File: config.mk
export PLATFORM = sky130hd
export DESIGN_NAME = sdram_arbiter_flat
export DESIGN_NICKNAME = d
export VERILOG_FILES = /design/src/rtl/sdram_arbiter_if.sv /design/src/rtl/sdram_arbiter.sv /design/src/flat_wrapper.sv
export SDC_FILE = /design/constraint.sdc
export NUM_CORES = 2
export LEC_CHECK = 0
export BUFFER_PORTS_ARGS = -buffer_cell sky130_fd_sc_hd__buf_2
export CAP_MARGIN = 30
export CORE_AREA = 2 2 620 622
export CTS_CLUSTER_SIZE = 14
export DETAILED_ROUTE_END_ITERATION = 6
export DIE_AREA = 0 0 622 624
export MAX_ROUTING_LAYER = met4
export PLACE_DENSITY = 0.35
export SLEW_MARGIN = 40
export SYNTH_ARGS = -nofsm -noshare
export SYNTH_HDL_FRONTEND = slang
export SYNTH_SLANG_ARGS = --single-unit
File: constraint.sdc
create_clock -name clk -period 1.6 [get_ports clk]
set_input_delay 0.24 -clock clk [delete_from_list [all_inputs] [get_ports clk]]
set_output_delay 0.24 -clock clk [all_outputs]
set_load 0.05 [all_outputs]
File: src/rtl/sdram_arbiter_if.sv
// Requester A/B, SDRAM-controller and status signals of the two-port line arbiter.
// slave is the arbiter's view; master is the surrounding system's view.
interface sdram_arbiter_if #(
  parameter int ADDR_WIDTH = 21,
  parameter int DATA_WIDTH = 256
);
  logic                  a_start;
  logic [ADDR_WIDTH-1:0] a_addr;
  logic [DATA_WIDTH-1:0] a_data;
  logic                  a_we;
  logic                  a_done;
  logic [DATA_WIDTH-1:0] a_q;

  logic                  b_start;
  logic [ADDR_WIDTH-1:0] b_addr;
  logic [DATA_WIDTH-1:0] b_data;
  logic                  b_we;
  logic                  b_done;
  logic [DATA_WIDTH-1:0] b_q;

  logic                  sdc_start;
  logic [ADDR_WIDTH-1:0] sdc_addr;
  logic [DATA_WIDTH-1:0] sdc_data;
  logic                  sdc_we;
  logic                  sdc_done;
  logic [DATA_WIDTH-1:0] sdc_q;

  logic                  busy;
  logic                  grant_b;

  modport slave (
    input  a_start, a_addr, a_data, a_we,
    output a_done, a_q,
    input  b_start, b_addr, b_data, b_we,
    output b_done, b_q,
    output sdc_start, sdc_addr, sdc_data, sdc_we,
    input  sdc_done, sdc_q,
    output busy, grant_b
  );

  modport master (
    output a_start, a_addr, a_data, a_we,
    input  a_done, a_q,
    output b_start, b_addr, b_data, b_we,
    input  b_done, b_q,
    input  sdc_start, sdc_addr, sdc_data, sdc_we,
    output sdc_done, sdc_q,
    input  busy, grant_b
  );
endinterface

File: src/rtl/sdram_arbiter.sv
// Round-robin arbiter sharing one SDRAM controller between two whole-line requesters.
// One transaction at a time through the controller's start/done handshake; all outputs registered.
module sdram_arbiter #(
  parameter int ADDR_WIDTH = 21,
  parameter int DATA_WIDTH = 256
) (
  input logic           clk,
  input logic           reset,
  sdram_arbiter_if.slave bus
);
  localparam logic [1:0] IDLE  = 2'd0;
  localparam logic [1:0] ISSUE = 2'd1;
  localparam logic [1:0] WAIT  = 2'd2;
  localparam logic [1:0] DONE  = 2'd3;

  logic [1:0]            state;
  logic                  last_grant;
  logic                  pick_b;

  logic                  a_done_r;
  logic                  b_done_r;
  logic [DATA_WIDTH-1:0] a_q_r;
  logic [DATA_WIDTH-1:0] b_q_r;
  logic                  sdc_start_r;
  logic [ADDR_WIDTH-1:0] sdc_addr_r;
  logic [DATA_WIDTH-1:0] sdc_data_r;
  logic                  sdc_we_r;
  logic                  busy_r;
  logic                  grant_b_r;

  // B wins when it is the lone requester, or on a tie when A was served last.
  always_comb begin
    pick_b = bus.b_start & (~bus.a_start | ~last_grant);
  end

  always_ff @(posedge clk) begin
    if (reset) begin
      state       <= IDLE;
      last_grant  <= 1'b1;
      a_done_r    <= 1'b0;
      b_done_r    <= 1'b0;
      a_q_r       <= '0;
      b_q_r       <= '0;
      sdc_start_r <= 1'b0;
      sdc_addr_r  <= '0;
      sdc_data_r  <= '0;
      sdc_we_r    <= 1'b0;
      busy_r      <= 1'b0;
      grant_b_r   <= 1'b0;
    end else begin
      case (state)
        IDLE: begin
          if (bus.a_start | bus.b_start) begin
            sdc_addr_r  <= pick_b ? bus.b_addr : bus.a_addr;
            sdc_data_r  <= pick_b ? bus.b_data : bus.a_data;
            sdc_we_r    <= pick_b ? bus.b_we   : bus.a_we;
            sdc_start_r <= 1'b1;
            grant_b_r   <= pick_b;
            last_grant  <= pick_b;
            busy_r      <= 1'b1;
            state       <= ISSUE;
          end
        end
        ISSUE: begin
          sdc_start_r <= 1'b0;
          state       <= WAIT;
        end
        WAIT: begin
          if (bus.sdc_done) begin
            if (grant_b_r) begin
              b_q_r    <= bus.sdc_q;
              b_done_r <= 1'b1;
            end else begin
              a_q_r    <= bus.sdc_q;
              a_done_r <= 1'b1;
            end
            state <= DONE;
          end
        end
        DONE: begin
          // Start levels are not sampled here, so a held start cannot double-grant.
          a_done_r <= 1'b0;
          b_done_r <= 1'b0;
          busy_r   <= 1'b0;
          state    <= IDLE;
        end
      endcase
    end
  end

  assign bus.a_done    = a_done_r;
  assign bus.b_done    = b_done_r;
  assign bus.a_q       = a_q_r;
  assign bus.b_q       = b_q_r;
  assign bus.sdc_start = sdc_start_r;
  assign bus.sdc_addr  = sdc_addr_r;
  assign bus.sdc_data  = sdc_data_r;
  assign bus.sdc_we    = sdc_we_r;
  assign bus.busy      = busy_r;
  assign bus.grant_b   = grant_b_r;
endmodule

File: src/flat_wrapper.sv
// flat-port wrapper written by rule: the top's interface ports become plain ports
module sdram_arbiter_flat 
#(
  parameter int ADDR_WIDTH = 21,
  parameter int DATA_WIDTH = 256
)
  (clk, reset, bus_a_start, bus_a_addr, bus_a_data, bus_a_we, bus_a_done, bus_a_q, bus_b_start, bus_b_addr, bus_b_data, bus_b_we, bus_b_done, bus_b_q, bus_sdc_start, bus_sdc_addr, bus_sdc_data, bus_sdc_we, bus_sdc_done, bus_sdc_q, bus_busy, bus_grant_b);
  sdram_arbiter_if #(.ADDR_WIDTH(ADDR_WIDTH), .DATA_WIDTH(DATA_WIDTH)) bus_i ();
  input logic clk;
  input logic reset;
  input wire logic [$bits(bus_i.a_start)-1:0] bus_a_start;
  input wire logic [$bits(bus_i.a_addr)-1:0] bus_a_addr;
  input wire logic [$bits(bus_i.a_data)-1:0] bus_a_data;
  input wire logic [$bits(bus_i.a_we)-1:0] bus_a_we;
  output wire logic [$bits(bus_i.a_done)-1:0] bus_a_done;
  output wire logic [$bits(bus_i.a_q)-1:0] bus_a_q;
  input wire logic [$bits(bus_i.b_start)-1:0] bus_b_start;
  input wire logic [$bits(bus_i.b_addr)-1:0] bus_b_addr;
  input wire logic [$bits(bus_i.b_data)-1:0] bus_b_data;
  input wire logic [$bits(bus_i.b_we)-1:0] bus_b_we;
  output wire logic [$bits(bus_i.b_done)-1:0] bus_b_done;
  output wire logic [$bits(bus_i.b_q)-1:0] bus_b_q;
  output wire logic [$bits(bus_i.sdc_start)-1:0] bus_sdc_start;
  output wire logic [$bits(bus_i.sdc_addr)-1:0] bus_sdc_addr;
  output wire logic [$bits(bus_i.sdc_data)-1:0] bus_sdc_data;
  output wire logic [$bits(bus_i.sdc_we)-1:0] bus_sdc_we;
  input wire logic [$bits(bus_i.sdc_done)-1:0] bus_sdc_done;
  input wire logic [$bits(bus_i.sdc_q)-1:0] bus_sdc_q;
  output wire logic [$bits(bus_i.busy)-1:0] bus_busy;
  output wire logic [$bits(bus_i.grant_b)-1:0] bus_grant_b;
  assign bus_i.a_start = bus_a_start;
  assign bus_i.a_addr = bus_a_addr;
  assign bus_i.a_data = bus_a_data;
  assign bus_i.a_we = bus_a_we;
  assign bus_a_done = bus_i.a_done;
  assign bus_a_q = bus_i.a_q;
  assign bus_i.b_start = bus_b_start;
  assign bus_i.b_addr = bus_b_addr;
  assign bus_i.b_data = bus_b_data;
  assign bus_i.b_we = bus_b_we;
  assign bus_b_done = bus_i.b_done;
  assign bus_b_q = bus_i.b_q;
  assign bus_sdc_start = bus_i.sdc_start;
  assign bus_sdc_addr = bus_i.sdc_addr;
  assign bus_sdc_data = bus_i.sdc_data;
  assign bus_sdc_we = bus_i.sdc_we;
  assign bus_i.sdc_done = bus_sdc_done;
  assign bus_i.sdc_q = bus_sdc_q;
  assign bus_busy = bus_i.busy;
  assign bus_grant_b = bus_i.grant_b;
  sdram_arbiter #(.ADDR_WIDTH(ADDR_WIDTH), .DATA_WIDTH(DATA_WIDTH)) u_core (.clk(clk), .reset(reset), .bus(bus_i));
endmodule
==> results_dict.tcl <==
set metrics [dict create \
    via_count 38100 \
    ant_nets 0 \
    hold_depth 4 \
    layout_commonest_cell "nand2_1" \
    grt_pass1_vias 37700 \
    fin_crit_sh_pct 111 \
    initial_core_util_pct 7.81 \
    hold_viol_final 0 \
    drt_wl_total_um 278000 \
    yosys.area.top_type "dfxtp_1" \
    htreeDepth 3 \
    synth_area_leaders "dfxtp_1 54%, nand2_1 16%, a21oi_1 13%, a211oi_1 7.1%, nor2_1 3.6%" \
    clk_pin_slew_ns 0.06 \
    layout_common_cells "1220 x nand2_1, 1209 x buf_2, 816 x dlygate4sd3_1, 692 x a21oi_1, 562 x dfxtp_1" \
    synthArstFlopShare_pct 0 \
    required_ns 2.32 \
    synth.distinct_cells 33 \
    setup_ws_ns -0.176 \
    cts_buffer_depth 4 \
    drtIter0Drc 1993 \
    seqCellArea_mm2 0.0165 \
    io_buffers 1611 \
    violations "negative setup slack" \
    r2r_cells 9 \
    numCtsBuffers 106 \
    syn_avg_cell_area_um2 7.80 \
    synth_nets 4638 \
    timing.fmax_mhz 563 \
    hold_class "input port to flip-flop" \
    grt_pass1_wl_um 354000 \
    synth_adder_area_share_pct 0.252 \
    synthMuxAreaShare_pct 0.0336 \
    slew_violations 0 \
    holdPathEnd "u_core.bus.sdc_data[128]" \
    max_cap_viol_count 0 \
    synth.top_cell.area_share_pct 53.7 \
    die_area_mm2 0.388 \
    dr.pass1.iters 5 \
    rrSetupSlack_ns -0.18 \
    finClkSkew_ns 0.0586 \
    crit_family "buffers and inverters" \
    cp_max_fo 18 \
    cp_cell_sequence "buf_6 > ha_4 > nand3b_1 > buf_6 > buf_16 > buf_12 > buf_16 > nand2_1 > a21oi_2" \
    dieWidth_um 622 \
    cp-end-kind "flip-flop" \
    synth_top_family_by_area "compound AO/OA/AOI/OAI gates" \
    r2r_start "u_core.state[1]" \
    slowest_stage "dfxtp_2" \
    setup_viol 1244 \
    fin_cells 11500 \
    via_per_inst 3.30 \
    fill_cells 43300 \
    final_nets 7179 \
    cts.sinks 798 \
    synth_cells 3815 \
    fin_area_mm2 0.0637 \
    syn_to_final_growth_pct 114 \
    status "finished, violations left" \
    power.leakage_nw 25.9 \
    insertion_delay_ns 0.85 \
    rows 227 \
    die_h_um 624 \
    ir_drop_mv 1.00 \
    dp_cells 10400 \
    timing.setup.tns_ns -65.83 \
    startpoint_type "flip-flop" \
    worstPathArrival_ns 2.50 \
    synth_enable_flop_cells 0 \
    worst-path-buf-inv 5 \
    seq_area_frac_synth_pct 53.7 \
    clockRootBuffer "clkbuf_16" \
    synthSimpleGateAreaFrac_pct 20.3 \
    yosys_register_bits 798 \
    crit_type "flip-flop to flip-flop" \
    grt_util_all_layers_pct 13.8 \
    place_hpwl_um 226000 \
    grt_start_max_net_pins 54 \
    yosys.area_share.xor_xnor_pct 0 \
    gp_congestion 0.986 \
    layout-drive-gt1-share_pct 39.5 \
    worst_slew_pin_slew_ns 0.496 \
    final.min_clock_period_ns 1.78 \
    yosysWarnings 0 \
    coreArea_mm2 0.381 \
    antenna_found_initial 143 \
    drc_errors 0 \
    multi_input_area_mm2 0.0132 \
    placed_cell_area_mm2 0.0455 \
    synth-compound-area-share_pct 20.7 \
    r2r-end "u_core.bus.a_q[11]" \
    slew-limit-headroom_pct 67.0 \
    slowest_delay_ns 0.33 \
    synthFlopType "dfxtp_1" \
    ioPinCount 1612 \
    gr-total-overflow 0 \
    rsz0062_at_grt "true" \
    cts_tree "done" \
    syn_area_mm2 0.0298 \
    worstHoldStart "bus_a_data[128]" \
    power.density_mw_per_mm2 1510 \
    wl_per_cell_um 24.1 \
]
[logic make-up after synthesis]
family / count (synthesis)
flip-flops: 798
multiplexers: 1
AND/OR/NAND/NOR: 1597
AO/OA/AOI/OAI: 1083
buffers and inverters: 330
adder cells (fa/ha/maj): 6
[final cells by class]
cell class	count	share of cell area [%]
flip-flops and latches	798	25.8
clock inverters	26	0.503
repair buffers	2760	37.8
clock buffers	155	4.88
well taps	5038	9.90
multi-input cells	2687	20.8
inverters	3	0.0216
diodes	72	0.283
[repair_timing]
action,4_1_cts,5_1_grt
buffers inserted,32,31
endpoints found under the hold margin,795,0
pin swaps,11,124
setup endpoints to repair,1579,1572
gates resized for setup,1123,518
cloned,14,21
hold buffers,816,0
[where the power goes]
part / internal (mW) / leakage [nW] / switching (mW)
clock: 14.0 / 1.69 / 10.3
sequential: 23.7 / 6.62 / 2.95
combinational: 15.9 / 17.6 / 29.1
total: 53.6 / 25.9 / 42.4
[worst max-delay path by stage]
stage                                       from             endpoint  slack, ns  depth (start not counted)
after floorplan                  u_core.state[1]      u_core.state[0]      0.005                          5
after global placement           u_core.state[1]  u_core.bus.b_q[228]      -0.34                          7
after detailed placement         u_core.state[1]  u_core.bus.b_q[228]      -0.32                          7
after CTS                 u_core.bus.sdc_data[2]      bus_sdc_data[2]      -0.20                          1
after global routing             u_core.state[1]  u_core.bus.a_q[137]      -0.24                          9
final                            u_core.state[1]   u_core.bus.a_q[11]      -0.18                          9
[worst reg2reg max path, delay by kind of cell, from the launching register on]
kind            cells  cell delay [ns]
flops               1             0.33
compound gates      1             0.14
buf+inv             5             0.84
fa+ha+maj           1             0.18
simple gates        2             0.22
[layer usage]
layer / wire length, um / share of wire [%] / global-route usage [%] / vias to the layer above
met3: 18000 / 6.5 / 3.39 / 450
met5: 0 / 0 / - / -
li1: - / - / - / 17900
met4: 14200 / 5.1 / 5.76 / 0
met2: 142000 / 51 / 24.4 / 1473
met1: 104000 / 37 / 14.6 / 18300
[state kept, by name (all words and copies together) (netlist names), 2 cells and up]
register / flops
u_core.bus.b_q: 256
u_core.bus.sdc_data: 256
u_core.state: 2
u_core.bus.sdc_addr: 21
u_core.bus.a_q: 256
[per-stage QoR]
stage	util, %	worst slack, ns	hold WS (ns)	power [mW]
finish	16.7	-0.176	0.171	96.0
global route	16.7	-0.239	0.129	100
CTS	16.1	-0.200	0.0551	96.1
detailed placement	11.9	-0.320	0.442	63.4
global placement	11.9	-0.339	0.441	63.5
floorplan	-	0.00475	0.376	46.4
[cells in the mapped netlist (all sizes together), types with 2 or more instances]
| cell type | count |
|---|---|
| nand2 | 1303 |
| dfxtp | 798 |
| a21oi | 793 |
| nor2 | 282 |
| a211oi | 280 |
| buf | 191 |
| clkbuf | 136 |
| ha | 6 |
| inv | 3 |
| a21boi | 2 |
| nand2b | 2 |
| o21a | 2 |
| o21ai | 2 |
| or2 | 2 |
Power figures use the tool's default switching activity.
